### src/rtl/pipelined_add_sub_if.sv
// Operand/result bus of the carry-pipelined add/subtract unit.
// The slave side is the arithmetic unit; the master side is whoever feeds it
// operands and takes the results.
interface pipelined_add_sub_if #(
   parameter int WIDTH = 32
);
   // Operand side: upstream -> unit
   logic             i_valid;
   logic             o_ready;
   logic [WIDTH-1:0] i_a;
   logic [WIDTH-1:0] i_b;
   logic             i_sub;
   logic             i_carry;

   // Result side: unit -> downstream
   logic             o_valid;
   logic             i_ready;
   logic [WIDTH-1:0] o_sum;
   logic             o_carry;
   logic             o_overflow;

   modport slave (
      input  i_valid, i_a, i_b, i_sub, i_carry, i_ready,
      output o_ready, o_valid, o_sum, o_carry, o_overflow
   );

   modport master (
      output i_valid, i_a, i_b, i_sub, i_carry, i_ready,
      input  o_ready, o_valid, o_sum, o_carry, o_overflow
   );
endinterface

### src/rtl/pipelined_add_sub.sv
// Carry-pipelined add/subtract unit. WIDTH is cut into STAGES chunks of
// CHUNK bits; stage k adds chunk k with the carry registered by stage k-1.
// Each stage register holds one WIDTH-bit word whose low chunks are finished
// sum bits and whose high chunks are still-unused A bits, so the A skew and
// the sum deskew share one register. Unused B chunks ride along in a
// separate, shrinking skew register. A single advance enable stalls the
// whole pipe when the output is held by downstream backpressure.
module pipelined_add_sub #(
   parameter int WIDTH  = 32,
   parameter int STAGES = 4
) (
   input  logic               i_clk,
   input  logic               i_rst_n,
   pipelined_add_sub_if.slave bus
);

   localparam int CHUNK = WIDTH / STAGES;

   if (STAGES < 1 || (WIDTH % STAGES) != 0) begin : g_cfg_check
      $error("pipelined_add_sub: WIDTH (%0d) must be a multiple of STAGES (%0d)",
             WIDTH, STAGES);
   end

   logic             adv;
   logic [WIDTH-1:0] b_eff;
   logic             cin;

   // Subtract is A + ~B + 1; i_carry only matters for add.
   assign b_eff = bus.i_sub ? ~bus.i_b : bus.i_b;
   assign cin   = bus.i_sub ? 1'b1 : bus.i_carry;

   for (genvar k = 0; k < STAGES; k++) begin : g_stage
      localparam int LO  = k * CHUNK;   // lowest bit resolved by this stage
      localparam int REM = WIDTH - LO;  // B bits still unused on entry

      logic             v_in;
      logic             c_in;
      logic [WIDTH-1:0] word_in;
      logic [REM-1:0]   b_in;
      logic [CHUNK:0]   part;
      logic [WIDTH-1:0] word_nxt;

      logic             v_q;
      logic             c_q;
      logic [WIDTH-1:0] word_q;

      if (k == 0) begin : g_src
         assign v_in    = bus.i_valid;
         assign c_in    = cin;
         assign word_in = bus.i_a;
         assign b_in    = b_eff;
      end else begin : g_src
         assign v_in    = g_stage[k-1].v_q;
         assign c_in    = g_stage[k-1].c_q;
         assign word_in = g_stage[k-1].word_q;
         assign b_in    = g_stage[k-1].g_mid.b_q;
      end

      // Resolve chunk k and splice it into the travelling word.
      always_comb begin
         // NOTE: every always_comb output gets a full default first, so no path leaves it unassigned (no latch).
         word_nxt = word_in;
         part     = {1'b0, word_in[LO +: CHUNK]} + {1'b0, b_in[CHUNK-1:0]}
                  + {{CHUNK{1'b0}}, c_in};
         word_nxt[LO +: CHUNK] = part[CHUNK-1:0];
      end

      if (k < STAGES - 1) begin : g_mid
         logic [REM-CHUNK-1:0] b_q;

         // Inner stage: move valid, chunk carry, word and remaining B on every advance.
         always_ff @(posedge i_clk or negedge i_rst_n) begin
            // NOTE: data registers are reset as well, so nothing stale can leak out after a reset.
            if (!i_rst_n) begin
               v_q    <= 1'b0;
               c_q    <= 1'b0;
               word_q <= '0;
               b_q    <= '0;
            end else if (adv) begin
               // NOTE: state uses <= so each stage samples its neighbour's pre-edge value.
               v_q    <= v_in;
               c_q    <= part[CHUNK];
               word_q <= word_nxt;
               b_q    <= b_in[REM-1:CHUNK];
            end
         end
      end else begin : g_last
         logic cmsb_q;

         // Output stage: valid follows the pipe, result and flags load only on a valid beat.
         always_ff @(posedge i_clk or negedge i_rst_n) begin
            if (!i_rst_n) begin
               v_q    <= 1'b0;
               c_q    <= 1'b0;
               word_q <= '0;
               cmsb_q <= 1'b0;
            end else if (adv) begin
               v_q <= v_in;
               if (v_in) begin
                  c_q    <= part[CHUNK];
                  word_q <= word_nxt;
                  // Sum MSB = a ^ b ^ carry-in, so the carry into the MSB falls out without a second adder.
                  cmsb_q <= word_nxt[WIDTH-1] ^ word_in[WIDTH-1] ^ b_in[CHUNK-1];
               end
            end
         end
      end
   end

   // Global stall: the pipe moves only if the output slot is empty or being drained.
   assign adv            = !g_stage[STAGES-1].v_q || bus.i_ready;
   assign bus.o_ready    = adv;
   assign bus.o_valid    = g_stage[STAGES-1].v_q;
   assign bus.o_sum      = g_stage[STAGES-1].word_q;
   assign bus.o_carry    = g_stage[STAGES-1].c_q;
   assign bus.o_overflow = g_stage[STAGES-1].g_last.cmsb_q ^ g_stage[STAGES-1].c_q;

endmodule

### src/flat_wrapper.sv
// flat-port wrapper written by rule: the top's interface ports become plain ports
module pipelined_add_sub_flat 
#(
   parameter int WIDTH  = 32,
   parameter int STAGES = 4
)
  (i_clk, i_rst_n, bus_i_valid, bus_i_a, bus_i_b, bus_i_sub, bus_i_carry, bus_i_ready, bus_o_ready, bus_o_valid, bus_o_sum, bus_o_carry, bus_o_overflow);
  pipelined_add_sub_if #(.WIDTH(WIDTH)) bus_i ();
  input  logic i_clk;
  input  logic i_rst_n;
  input wire logic [$bits(bus_i.i_valid)-1:0] bus_i_valid;
  input wire logic [$bits(bus_i.i_a)-1:0] bus_i_a;
  input wire logic [$bits(bus_i.i_b)-1:0] bus_i_b;
  input wire logic [$bits(bus_i.i_sub)-1:0] bus_i_sub;
  input wire logic [$bits(bus_i.i_carry)-1:0] bus_i_carry;
  input wire logic [$bits(bus_i.i_ready)-1:0] bus_i_ready;
  output wire logic [$bits(bus_i.o_ready)-1:0] bus_o_ready;
  output wire logic [$bits(bus_i.o_valid)-1:0] bus_o_valid;
  output wire logic [$bits(bus_i.o_sum)-1:0] bus_o_sum;
  output wire logic [$bits(bus_i.o_carry)-1:0] bus_o_carry;
  output wire logic [$bits(bus_i.o_overflow)-1:0] bus_o_overflow;
  assign bus_i.i_valid = bus_i_valid;
  assign bus_i.i_a = bus_i_a;
  assign bus_i.i_b = bus_i_b;
  assign bus_i.i_sub = bus_i_sub;
  assign bus_i.i_carry = bus_i_carry;
  assign bus_i.i_ready = bus_i_ready;
  assign bus_o_ready = bus_i.o_ready;
  assign bus_o_valid = bus_i.o_valid;
  assign bus_o_sum = bus_i.o_sum;
  assign bus_o_carry = bus_i.o_carry;
  assign bus_o_overflow = bus_i.o_overflow;
  pipelined_add_sub #(.WIDTH(WIDTH), .STAGES(STAGES)) u_core (.i_clk(i_clk), .i_rst_n(i_rst_n), .bus(bus_i));
endmodule
### config.mk
export PLATFORM = sky130hd
export DESIGN_NAME = pipelined_add_sub_flat
export DESIGN_NICKNAME = d
export VERILOG_FILES = /design/src/rtl/pipelined_add_sub_if.sv /design/src/rtl/pipelined_add_sub.sv /design/src/flat_wrapper.sv
export SDC_FILE = /design/constraint.sdc
export NUM_CORES = 1
export LEC_CHECK = 0
export BUFFER_PORTS_ARGS = -buffer_cell sky130_fd_sc_hd__buf_2
export CELL_PAD_IN_SITES_DETAIL_PLACEMENT = 0
export CELL_PAD_IN_SITES_GLOBAL_PLACEMENT = 2
export CORE_UTILIZATION = 39
export DETAILED_ROUTE_END_ITERATION = 6
export GPL_TIMING_DRIVEN = 0
export PLACE_DENSITY_LB_ADDON = 0.12
export SLEW_MARGIN = 20
export SYNTH_ARGS = -nofsm -noshare
export SYNTH_HDL_FRONTEND = slang
export SYNTH_SLANG_ARGS = --single-unit
### constraint.sdc
create_clock -name i_clk -period 3.9 [get_ports i_clk]
set_input_delay 0.39 -clock i_clk [delete_from_list [all_inputs] [get_ports i_clk]]
set_output_delay 0.39 -clock i_clk [all_outputs]
set_load 0.01 [all_outputs]
==> flow_results.org <==
** Clocking
- The clock passes through at most 2 buffers.
- CTS placed an instance of clkbuf_16 at the clock tree root.
- At the later pin of the worst-skew pair, clock insertion delay measures 0.43 ns.
- Counting every sink on the clock net gives 185.
- Number of buffers created by CTS :: 17
- After clock tree synthesis, the clock-pin slew on the worst setup and hold paths is 0.07 ns.
- In this run the number of H-tree levels came out at 4.
- CTS tree :: yes
- Post-CTS repair timing setup buffer count :: 0

** Hold path
- Worst hold start :: bus_i_a[31]
- The path class of the tightest hold or removal check is input pin to flip-flop.
- The worst hold path passes through 3 cells.
- Hold EP :: u_core.g_stage[0].word_q[31]

** GRT
- Via count of the first global-routing pass :: 5935
- The number of antenna violations at the first check in global routing was 0.
- Wire length of the first global-routing pass :: 32200 um
- Maximum number of pins on one net before global-route repair :: 93
- Residual overflow from global routing :: 0
- Global routing used 19.5% of the available tracks.

** Placed design
- At the end of routability-driven placement, the weighted congestion stood at 0.743.
- At the placement stage, the worst setup path has a slack of 0.881 ns.
- Summed over all nets, the half-perimeter wirelength after detailed placement is 14100 um.
- Count of input and output buffers :: 104
- Total cell area at the placement stage :: 9260 um2

** Route
- The first detailed-routing pass took 4 iterations.
- Average vias per placed instance :: 4.71
- The count of nets left with antenna violations once routing finished came out at 0.
- After detailed routing, the average wire length per cell comes to 15.7 um.
- DRC marker count from the first detailed-route iteration :: 264
- After detailed routing, the number of remaining DRC violations is 0.
- The routed layout has 5938 vias.
- Wire length after detailed routing :: 19800 um

** Power
- Total power of the final layout :: 7.94 mW
- The analysis attributes to net switching a power of 2.98 mW.
- Part of the total power dissipated in sequential elements :: 41.5%
- Of the total power, combinational logic draws 38.5%.
- Leakage component of the power :: 4.95 nW
- Net switching is 37.6% of the power.
- Internal power :: 4.96 mW
- Portion of total power attributed to the clock network :: 20.0%
- VDD IR max :: 0.312 mV
- Power per cell area :: 810 nW/um2

** Floorplanning
- Die X :: 148 um
- The floorplan step set the die height to 148 um.
- Starting utilization of the core area :: 39.7%
- Pin placement for this block handled 106 I/O pins.
- Die footprint :: 21900 um2
- Area of the core :: 21000 um2
- After floorplanning, the core was divided into 53 placement rows.

** Worst setup path
- Reg2Reg Setup Slack :: 1.42 ns
- Critical Path Sink Type :: output port
- CP Max Fanout :: 10
- The worst setup path is launched from a flip-flop.
- Worst reg2reg startpoint :: u_core.g_stage[1].g_mid.b_q[0]
- Endpoint arrival time on the critical path :: 2.53 ns
- The critical path is of the flip-flop to output port type.
- Required arrival time at the worst endpoint :: 3.51 ns
- Endpoint of the lowest-slack register-to-register path :: u_core.g_stage[2].word_q[22]
- Reg2Reg Depth :: 7

** Status
- Outcome :: completed

** Logic synthesis
- Dominant register cell in the synthesized netlist :: dfrtp_1
- During synthesis, Yosys emitted a total of 0 warnings.
- Yosys attributes the largest share of cell area to dfrtp_1, nand2_1, ha_1, xnor2_1, mux2_1.
- Number of enable flip-flop cells after synthesis :: 0
- Combined area of all synthesized cells :: 8330 um2
- Count of cell types in the netlist :: 46
- Top cell type by total area after synthesis :: dfrtp_1
- Post-Synthesis Net Count :: 953
- Synthesis produced a netlist whose cell count is 847.
- Top-area cell type share of the netlist area :: 55.6%
- Syn_area_per_cell :: 9.83 um2
- After synthesis the netlist holds a flip-flop and latch count of 185.
- Proportion of synthesized flip-flops having asynchronous set or reset :: 100%
- After synthesis, flip-flops and latches occupy 55.6% of the total area.

** STA
- Between clock sinks in the finished design, the worst skew comes to 0.00804 ns.
- Hold slack final :: 0.149 ns
- Pins Over Slew Limit :: 0
- Static timing analysis puts the maximum clock frequency at 343 MHz.
- Relative max-transition margin :: 48.2%
- Total negative slack :: 0 ns
- Period Utilization, post-route :: 74.8%
- In the post-route analysis, the smallest setup slack over all paths is 0.981 ns.
- The hold violation count in the final report came to 0.
- Count of final setup violators :: 0
- Worst-margin pin slew :: 0.776 ns
- Setup repair after global routing missed its margin :: false
- Counting I/O delays and the setup requirement, the final critical path takes 2.92 ns.

** Cells and area
- Fraction of layout cells with a size suffix above 1 :: 17.5%
- Area added between synthesis and finish :: 17.7%
- Non-Filler Cell Area, Final :: 9800 um2
- After the last flow step, the layout net total stands at 1079.

** Job
- Total of max-cap violations :: 0
==> layout make-up <==
| cell class | count | area, um2 |
|---|---|---|
| antenna | 1 | 2.50 |
| timing repair buffer | 107 | 596 |
| multi-input combinational | 611 | 3480 |
| clock buffer | 18 | 429 |
| tap | 275 | 344 |
| inverter | 10 | 37.5 |
| fill | 2119 | 11200 |
| buffer | 41 | 179 |
| sequential | 185 | 4630 |
| clock inverter | 13 | 100 |
==> metal layers <==
| metal | GRT usage (%) | vias up | share of wire [%] |
|---|---|---|---|
| li1 | - | 2985 | - |
| met1 | 26.4 | 2844 | 48 |
| met2 | 32.3 | 88 | 48 |
| met3 | 2.79 | 21 | 2.2 |
| met4 | 6.44 | 0 | 1.4 |
| met5 | 0 | - | 0 |
==> cell usage in the layout (no fill, tap or decap), types with 6 or more instances in the layout <==
cell type	count
nand2_1	353
dfrtp_1	185
buf_2	123
o21ai_0	37
xnor2_1	37
ha_1	28
clkbuf_1	20
mux2_1	19
xor2_1	17
clkbuf_16	17
a21oi_1	15
a21o_1	11
nor2_1	11
o21ai_1	10
inv_1	9
fa_1	8
mux2_2	7
and2_1	6
==> worst max-delay path, stage by stage, from the launching register on <==
cell and delay, ns:
dfrtp_1 0.38, and2b_1 0.35, inv_2 0.13, buf_2 0.33
buf_1 0.64, buf_2 0.26
==> synthesized netlist by cell type (5+ instances only) <==
cell type    n
a211oi_1     5
mux2_1      19
clkbuf_1    19
buf_2       20
nor2_1      11
nand2_1    353
and2_1       6
xor2_1      17
inv_1        9
mux2_2       7
o21ai_1     10
a21oi_1     15
a21o_1      11
fa_1         8
ha_1        28
or3_1        5
xnor2_1     37
dfrtp_1    185
o21ai_0     37
==> power by group through the flow <==
stage / combinational (mW) / sequential [mW] / clock (mW)
6_report: 3.06 / 3.30 / 1.59
5_1_grt: 3.50 / 3.41 / 1.70
4_1_cts: 3.11 / 3.31 / 1.63
3_5_place_dp: 3.09 / 3.34 / 0
3_3_place_gp: 3.05 / 3.32 / 0
2_1_floorplan: 2.17 / 3.26 / 0
==> sequential cells by signal, summed over array words and instances (netlist names) <==
name,flops
u_core.g_stage.v_q,3
u_core.g_stage.c_q,3
u_core.bus.o_sum,32
u_core.bus.o_carry,1
u_core.bus.o_valid,1
u_core.g_stage.word_q,96
u_core.g_stage.g_last.cmsb_q,1
u_core.g_stage.g_mid.b_q,48
==> stage by stage <==
stage | std cells | util (%)
floorplan | 847 | -
global placement | 1226 | 43.9
detailed placement | 1228 | 44.2
CTS | 1260 | 46.8
global route | 1260 | 46.8
finish | 1261 | 46.8
==> worst max-delay path by stage <==
stage,start,to,slack [ns],cells past startpoint
finish,u_core.bus.o_valid,bus_o_ready,0.98,5
global route,u_core.bus.o_valid,bus_o_ready,0.88,5
CTS,u_core.bus.o_valid,bus_o_ready,0.91,5
detailed placement,bus_i_sub,u_core.g_stage[0].word_q[6],0.88,11
global placement,i_rst_n,u_core.g_stage[0].word_q[14],-0.77,1
floorplan,bus_i_sub,u_core.g_stage[0].word_q[6],1.39,11
==> logic make-up after synthesis <==
kind of cell,share of synthesized area (%)
simple gates,18.1
flops,55.6
compound gates,8.04
xor+xnor,5.68
buf+inv,2.60
fa+ha+maj,6.13
mux,3.88
==> what timing repair did <==
action / in CTS / in global routing
setup endpoints to repair: 0 / 0
hold buffers: 1 / 0
gates resized for setup: 0 / 0
hold endpoints to repair: 8 / 0
(Power assumes the default switching activity.)
